==> config.mk <==
export PLATFORM = sky130hd
export DESIGN_NAME = replica_sequencer
export DESIGN_NICKNAME = d
export VERILOG_FILES = /design/src/rtl/replica_sequencer.sv
export SDC_FILE = /design/constraint.sdc
export NUM_CORES = 1
export LEC_CHECK = 0
export BUFFER_PORTS_ARGS = -buffer_cell sky130_fd_sc_hd__buf_4
export CAP_MARGIN = 10
export CORE_MARGIN = 3
export CORE_UTILIZATION = 53
export CTS_CLUSTER_SIZE = 25
export DETAILED_ROUTE_END_ITERATION = 8
export GPL_ROUTABILITY_DRIVEN = 0
export PLACE_DENSITY_LB_ADDON = 0.12
export SETUP_SLACK_MARGIN = 0.5
export SLEW_MARGIN = 20
export SYNTH_ARGS = -nofsm -noshare
export SYNTH_HDL_FRONTEND = slang
export SYNTH_SLANG_ARGS = --single-unit
==> constraint.sdc <==
create_clock -name clk -period 4.4 [get_ports clk]
set_input_delay 0.44 -clock clk [delete_from_list [all_inputs] [get_ports clk]]
set_output_delay 0.44 -clock clk [all_outputs]
set_load 0.1 [all_outputs]
==> src/rtl/replica_sequencer.sv <==
// -----------------------------------------------------------------------------
// replica_sequencer
//   Top-level sweep sequencer for the NREP metropolis replicas. Each sweep runs
//   exp init -> exp evaluation -> wait for delta -> metropolis update ->
//   distance shift, followed every EXCH_INTERVAL sweeps by an even/odd
//   neighbour exchange phase. Sweeps are counted up to a host-programmed limit.
//
//   Optional feature macro: SEQ_PERF_EN (adds perf_cycles / perf_exch).
//
// Ports
//   clk            in   clock
//   reset          in   asynchronous, active-low reset
//   start          in   pulse in IDLE: latch n_iter and begin (ignored when busy)
//   stop           in   abort request, honoured at the next sweep boundary
//   n_iter         in   number of sweeps to run
//   delta_valid    in   delta_distance of all replicas valid
//   exch_accept    in   bit i: pair (i,i+1) passes the exchange test
//   exp_init       out  exp seed strobe
//   exp_run        out  exp iteration enable
//   metropolis_run out  metropolis accept/update strobe
//   distance_shift out  replica data shift strobe
//   command        out  exchange command per replica, [2i+1:2i] = replica i
//   busy           out  high while a run is in progress (INIT..EXCH)
//   done           out  1-cycle pulse at end of run or abort
//   sweep_cnt      out  sweeps completed this run
//   perf_cycles    out  (SEQ_PERF_EN) busy cycles this run, saturating
//   perf_exch      out  (SEQ_PERF_EN) accepted pairs this run, saturating
//
// Handshake: start is a single-cycle request accepted only in IDLE; there is
// no ready signal, the caller watches busy/done. delta_valid is a level that
// is only looked at while waiting for delta.
// -----------------------------------------------------------------------------
module replica_sequencer #(
   parameter int NREP          = 32,
   parameter int EXP_CYCLES    = 17,
   parameter int SHIFT_CYCLES  = 1,
   parameter int EXCH_INTERVAL = 4
) (
   input  logic                clk,
   input  logic                reset,
   input  logic                start,
   input  logic                stop,
   input  logic [31:0]         n_iter,
   input  logic                delta_valid,
   input  logic [NREP-2:0]     exch_accept,
   output logic                exp_init,
   output logic                exp_run,
   output logic                metropolis_run,
   output logic                distance_shift,
   output logic [2*NREP-1:0]   command,
   output logic                busy,
   output logic                done,
   output logic [31:0]         sweep_cnt
`ifdef SEQ_PERF_EN
   ,
   output logic [31:0]         perf_cycles,
   output logic [31:0]         perf_exch
`endif
);

   // exchange_command_t encoding
   localparam logic [1:0] CMD_NOP  = 2'd0;
   localparam logic [1:0] CMD_FOLW = 2'd1;
   localparam logic [1:0] CMD_PREV = 2'd2;

   localparam int CMAX = (EXP_CYCLES > SHIFT_CYCLES) ? EXP_CYCLES : SHIFT_CYCLES;
   localparam int CW   = $clog2(CMAX + 1);
   localparam int XW   = $clog2(EXCH_INTERVAL + 1);

   typedef enum logic [2:0] {
      S_IDLE, S_INIT, S_EXP, S_WAITD, S_METRO, S_SHIFT, S_EXCH, S_FIN
   } state_t;

   state_t              state, state_n;
   logic [CW-1:0]       cnt;        // cycles spent in the current EXP/SHIFT phase
   logic [XW-1:0]       exch_cnt;   // sweeps since the last exchange phase
   logic [31:0]         n_iter_q;
   logic                parity;
   logic                stop_req;
   logic [2*NREP-1:0]   cmd_calc;

   logic                start_acc;
   logic                in_run;
   logic                stop_pend;
   logic                shift_last;
   logic                exch_due;
   logic [31:0]         sweep_inc;

   assign start_acc  = (state == S_IDLE) && start;
   assign in_run     = (state != S_IDLE) && (state != S_FIN);
   // A stop arriving in the same cycle as the boundary decision still counts.
   assign stop_pend  = stop_req | stop;
   assign shift_last = (state == S_SHIFT) && (cnt == CW'(SHIFT_CYCLES - 1));
   assign exch_due   = (exch_cnt == XW'(EXCH_INTERVAL - 1));
   assign sweep_inc  = sweep_cnt + 32'd1;

   // Next-state logic
   always_comb begin
      state_n = state;
      case (state)
         S_IDLE:  if (start) state_n = (n_iter != 32'd0) ? S_INIT : S_FIN;
         S_INIT:  state_n = S_EXP;
         S_EXP:   if (cnt == CW'(EXP_CYCLES - 1)) state_n = S_WAITD;
         S_WAITD: if (delta_valid) state_n = S_METRO;
         S_METRO: state_n = S_SHIFT;
         S_SHIFT: begin
            if (cnt == CW'(SHIFT_CYCLES - 1)) begin
               if (exch_due)                                state_n = S_EXCH;
               else if ((sweep_inc == n_iter_q) || stop_pend) state_n = S_FIN;
               else                                         state_n = S_INIT;
            end
         end
         S_EXCH:  state_n = ((sweep_cnt == n_iter_q) || stop_pend) ? S_FIN : S_INIT;
         S_FIN:   state_n = S_IDLE;
         default: state_n = S_IDLE;
      endcase
   end

   // Exchange pairs (i,i+1) whose lower index matches the current parity.
   always_comb begin
      cmd_calc = '0;
      for (int i = 0; i < NREP - 1; i++) begin
         if ((((i % 2) != 0) == parity) && exch_accept[i]) begin
            cmd_calc[2*i +: 2]     = CMD_FOLW;
            cmd_calc[2*i + 2 +: 2] = CMD_PREV;
         end
      end
   end

   // State, counters and registered (Moore) outputs decoded from next state
   always_ff @(posedge clk or negedge reset) begin
      if (!reset) begin
         state          <= S_IDLE;
         cnt            <= '0;
         exch_cnt       <= '0;
         n_iter_q       <= '0;
         parity         <= 1'b0;
         stop_req       <= 1'b0;
         sweep_cnt      <= '0;
         exp_init       <= 1'b0;
         exp_run        <= 1'b0;
         metropolis_run <= 1'b0;
         distance_shift <= 1'b0;
         command        <= '0;
         busy           <= 1'b0;
         done           <= 1'b0;
      end else begin
         state <= state_n;
         cnt   <= (state_n != state) ? '0 : cnt + CW'(1);

         if (start_acc) begin
            n_iter_q  <= n_iter;
            sweep_cnt <= '0;
            exch_cnt  <= '0;
            stop_req  <= 1'b0;
         end else begin
            if (in_run && stop) stop_req <= 1'b1;
            if (shift_last) begin
               sweep_cnt <= sweep_inc;
               exch_cnt  <= exch_due ? '0 : exch_cnt + XW'(1);
            end
         end

         if (state == S_EXCH) parity <= ~parity;

         exp_init       <= (state_n == S_INIT);
         exp_run        <= (state_n == S_EXP);
         metropolis_run <= (state_n == S_METRO);
         distance_shift <= (state_n == S_SHIFT);
         command        <= (state_n == S_EXCH) ? cmd_calc : {NREP{CMD_NOP}};
         busy           <= (state_n != S_IDLE) && (state_n != S_FIN);
         done           <= (state_n == S_FIN);
      end
   end

`ifdef SEQ_PERF_EN
   logic [31:0] pair_cnt;
   logic [32:0] exch_sum;

   // Accepted pairs currently presented: one FOLW field per pair.
   always_comb begin
      pair_cnt = '0;
      for (int i = 0; i < NREP; i++) begin
         if (command[2*i +: 2] == CMD_FOLW) pair_cnt = pair_cnt + 32'd1;
      end
      exch_sum = {1'b0, perf_exch} + {1'b0, pair_cnt};
   end

   always_ff @(posedge clk or negedge reset) begin
      if (!reset) begin
         perf_cycles <= '0;
         perf_exch   <= '0;
      end else if (start_acc) begin
         perf_cycles <= '0;
         perf_exch   <= '0;
      end else begin
         if (busy && (perf_cycles != 32'hFFFF_FFFF)) perf_cycles <= perf_cycles + 32'd1;
         perf_exch <= exch_sum[32] ? 32'hFFFF_FFFF : exch_sum[31:0];
      end
   end
`endif

endmodule
## Yosys cells after proc, flatten, opt, wreduce, memory -nomap -nowiden

Cells that the tools add are included.

- Output and inout port bits: 102
- Bits of input ports: 68
- Register bits: 147

- Add/subtract/negate cells: 3
- Equal/unequal tests: 20
- Multiplexer cells: 49
- Reduce and logical (&&, ||, !) cells: 45
- Bitwise logic cells: 2

Operators with widths:

| kind | number |
|---|---|
| 2-to-1 mux 4 bit | 31 |
| equality test 32 bit | 2 |
| 2-to-1 mux 32 bit | 2 |
| 2-to-1 mux 64 bit | 1 |
| logical AND 1 bit | 36 |
| 2-to-1 mux 3 bit | 11 |
| adder 32 x 1 -> 32 bit, second input constant | 1 |
| nonzero test 32 bit | 1 |
| equality test 3 bit, second input constant | 8 |
| one-hot mux 3 bit (8 select lines) | 1 |
| equality test 3 x 2 -> 1 bit, second input constant | 4 |
| equality test 3 x 1 -> 1 bit, second input constant | 2 |
| inequality test 3 bit, second input constant | 2 |
| nonzero test 3 bit | 2 |
| adder 5 x 1 -> 5 bit, second input constant | 1 |
| equality test 5 bit, second input constant | 1 |
| zero test 5 bit | 1 |
| 2-to-1 mux 5 bit | 1 |
| nonzero test 2 bit | 2 |
| adder 3 x 1 -> 3 bit, second input constant | 1 |
| zero test 3 bit | 1 |
| inequality test 3 bit | 1 |
| logical OR 1 bit | 2 |
| 2-to-1 mux 1 bit | 2 |
| 2 further kinds | 2 |

## Logic depth before layout (Yosys ltp)

- Depth after elaboration: 34
- Gate-level depth with buffers: 12

## Least setup slack after synthesis

Ideal clock, no wire load.

- Path kind: register to register
- Start: register sweep_cnt[0]
- End: register busy
- Cell stages (with the launch flop): 12
- Arrival: 3.858 ns
- Path slack: 0.397 ns
- Library setup time: 0.145 ns
- Path through: dfrtp_1 > ha_1 > buf_2 > nand3_2 > or3_1 > a22o_1 > or4_4 > or4_4 > nor4_4 > or2_1 > buf_4 > a31oi_1

- Longest elaborated chain between the ends: 9
- Elaborated cells on any way between the ends: 13
- Those cells by class: 1 x add/sub; 3 x eq/ne; 5 x mux; 4 x reduce/logical

RTL lines:

| item | RTL line | RTL |
|---|---|---|
| start, declared | 53 | `output logic [31:0] sweep_cnt` |
| start signal, assigned | 159 | `sweep_cnt <= sweep_inc;` |
| adder 32 x 1 -> 32 bit | 95 | `assign sweep_inc = sweep_cnt + 32'd1;` |
| equality test 32 bit | 109 | `else if ((sweep_inc == n_iter_q) \|\| stop_pend) state_n = S_FIN;` |
| logical OR 1 bit | 109 |  |
| 2-to-1 mux 3 bit | 109 |  |
| 2-to-1 mux 3 bit | 108 | `if (exch_due) state_n = S_EXCH;` |
| 2-to-1 mux 3 bit | 107 | `if (cnt == CW'(SHIFT_CYCLES - 1)) begin` |
| one-hot mux 3 bit (8 select lines) * | 100 | `case (state)` |
| named net state_n[1] | 74 | `state_t state, state_n;` |
| inequality test 3 bit / nonzero test 3 bit (equally long branches) | 171 | `busy <= (state_n != S_IDLE) && (state_n != S_FIN);` |
| logical AND 1 bit * | 171 |  |
| end signal, assigned | 171 |  |
| end, declared | 51 | `output logic busy,` |

The timed path passes the listed nets; every way through them passes the cells marked *.
A chain may end at the register's enable or synchronous reset.

## Final worst setup path

- Start: register sweep_cnt[0]
- End: register distance_shift

- Longest elaborated chain between the ends: 8
- Elaborated cells on any way between the ends: 11
- Those cells by class: 1 x add/sub; 3 x eq/ne; 5 x mux; 2 x reduce/logical

RTL lines:

| item | RTL line | RTL |
|---|---|---|
| adder 32 x 1 -> 32 bit | 95 |  |
| equality test 32 bit | 109 |  |
| logical OR 1 bit | 109 |  |
| 2-to-1 mux 3 bit | 109 |  |
| 2-to-1 mux 3 bit | 108 |  |
| 2-to-1 mux 3 bit | 107 |  |
| one-hot mux 3 bit (8 select lines) * | 100 |  |
| equality test 3 bit * | 169 | `distance_shift <= (state_n == S_SHIFT);` |
| end signal, assigned | 169 |  |
| end, declared | 49 | `output logic distance_shift,` |

Every way passes the cells marked *; elsewhere a longest branch is shown, timed or not.

==> metrics <==
outcome finished clean; H-tree lvl count 4; global-route wire length before repair 27840 µm; GRT overflow 0; HP Class input pin to asynchronous set/reset pin; Synth area leader dfrtp_1; endpoint arrival time on the critical path 3.96 ns; vias in the first global route 5663; crit path kind flip-flop to flip-flop; Pint 3200 µW; Final Net Count 918; Seq cells post-synth 119; # DRC 0; largest net degree at the start of global routing 54; Synth async-reset ratio 100.0%; Critical Path Sink Type flip-flop; Final min period 3.642 ns; clock group share of total power 19.7%; GRT Resource Usage Total 26.44%; Post-Syn Area 6518 µm²; yosys warns 0; Inserted Clock Buffers 17; drt pass-1 iters 6; Post-Layout Cell Count 1002; count of pins over their slew limit 0; CTS Buffer Depth 2; Seq/Total Area, Yosys 45.69%; Clk Latency, worst-skew pair 0.42 ns; EDFF count, synth 0; Avg WL per Cell 17.77 µm; initial core utilization 55.65%; synthesized instance count 720; Die W 116.9 µm; cell mode on critical path or4_4; Slowest Stage Delay on Critical Path 0.56 ns; combinational share of power 50.6%; CP Launch Type flip-flop; hold_buf cts 0; critical-path cell list ha_1, nand3_2, or3_1, a22o_1, or4_4, or4_4, nor4_4, or2_2, nor4b_2; clock slew at reported path FFs 0.06 ns; setup TNS 0 ns; crit-path max FO 8; area delta synth->final 25.63%; Die Area 13660 µm²; drt via density 5.766; Max-Slew Margin vs Limit 29.02%; CTS resizes 0; final WL 17800 µm; Avg Inst Size Synth 9.052 µm²; top_reg_cell synth dfrtp_1; Final setup viols 0; Power Dens Cells 799.6 nW/µm²; Final ANT Viol Nets 0; power share of the sequential group 29.7%; fraction of layout cells with a size suffix above 1 25.73%; Sw Pwr 3347 µW; FP Rows 39; MaxCap Viol Count 0; TritonCTS Sinks 119; final-report hold violation count 0; most frequent cell after synthesis nand2_1; core area 11710 µm²; # diodes 0; Synth top area share 45.69%; Ports 170; via count 5778; IO buf count 167; RSZ-0062 raised after global routing no; Commonest cells post-synth 137 x nand2_1, 119 x dfrtp_1, 49 x xnor2_1; Worst Skew 0.01003 ns; Yosys cell types 67; root buffer cell clkbuf_16; VDD IR max 0.0005900 V; Slew @ Worst Pin 1.061 ns; CP max stage cell or4_4; HPWL after DPL 13170 µm; Post-CTS Setup Bufs 0; antenna violations before repair 0; Synth area leaders dfrtp_1 46%, nand2_1 7.9%, xnor2_1 6.6%; CTS tree done; Tcrit/Tclk final 82.77%; Fill cells 932; Iteration-0 DRC Markers 616; DP Cell Count 970; Net Sw Frac 51.13%; Pleak 0.003869 µW; Die Y 116.9 µm; Fmax achieved 274.6 MHz; Required @ worst endpoint 4.71 ns
per-layer routing:
| metal | GRT usage (%) | part of all wire (%) |
|---|---|---|
| met5 | 0 | 0 |
| met4 | 12.69 | 3.2 |
| met3 | 5.398 | 7.2 |
| met2 | 45.35 | 51 |
| met1 | 31.80 | 39 |
critical path, delay by kind of cell (launching register included):
kind	cells	cell delay, ns
compound gates	1	0.24
simple gates	7	2.52
flops	1	0.43
fa+ha+maj	1	0.34
power groups by stage:
stage	clock network [µW]	logic [µW]	registers, µW
4_1_cts	1310	3300	1930
5_1_grt	1370	3510	2010
3_5_place_dp	0	3270	1950
3_3_place_gp	0	3230	1930
2_1_floorplan	0	1620	2810
6_report	1290	3310	1940
state kept, by name, summed over array words and instances (netlist names):
name            cells
command            36
n_iter_q           32
sweep_cnt          32
cnt                 5
exch_cnt            3
state               3
busy                1
distance_shift      1
done                1
exp_init            1
exp_run             1
metropolis_run      1
parity              1
stop_req            1
layout make-up:
type	count	area, µm²	area share (%)
repair buffers	175	1314	16.05
multi-input cells	523	3118	38.08
clock buffers	20	456.7	5.578
clock inverters	12	102.6	1.253
inverters	10	37.54	0.4584
well taps	143	178.9	2.185
flip-flops and latches	119	2980	36.40
cell families (layout without fill, tap and decap cells):
logic type                 after synthesis  count (layout)  synth area share, %
DFF                                    119             119                45.69
xor gates and xnor gates                64              64                8.601
other                                    1               2              0.05754
muxes                                    4               4               0.6143
buffers and inverters                   79             217                6.527
adders and majority gates                4               4               0.7679
and+or+nand+nor                        357             357                28.51
AOI/OAI and AO/OA                       92              92                9.234
metrics by stage:
step                utilization, %  setup WS (ns)  total power [µW]  hold WS [ns]  area [µm²]
finish                       69.91         0.7581              6547       0.05885        8188
global route                 69.91         0.5798              6889        0.1033        8188
CTS                          69.91         0.7644              6542       0.07201        8188
detailed placement           65.14         0.8225              5220        0.4816        7629
global placement             65.14         0.9329              5153        0.4749        7629
floorplan                        -         0.5819              4437        0.1444        6524
layout by cell type (no fill, tap or decap), types with 20 or more instances in the layout:
cell | Yosys | routed
buf_4 | 30 | 175
nor2_1 | 41 | 41
a21oi_1 | 20 | 20
xnor2_1 | 49 | 49
dfrtp_1 | 119 | 117
o21ai_0 | 28 | 28
nand2_1 | 137 | 137
nand4_1 | 27 | 27
and2_1 | 43 | 43
nor3_1 | 20 | 20
path summary, 6_finish.rpt:
kind / start / to / slack, ns / cells past startpoint
setup / recovery: sweep_cnt[0] / distance_shift / 0.76 / 9
hold / removal: reset / command[11] / 0.06 / 1
setup reg to reg: sweep_cnt[0] / distance_shift / 0.76 / 9
hold reg to reg: n_iter_q[18] / n_iter_q[18] / 0.49 / 2
max in group asynchronous: reset / command[58] / 3.36 / 2
min in group clk: n_iter[12] / n_iter_q[12] / 0.22 / 3
No activity file was read; power rests on OpenSTA's default activity.
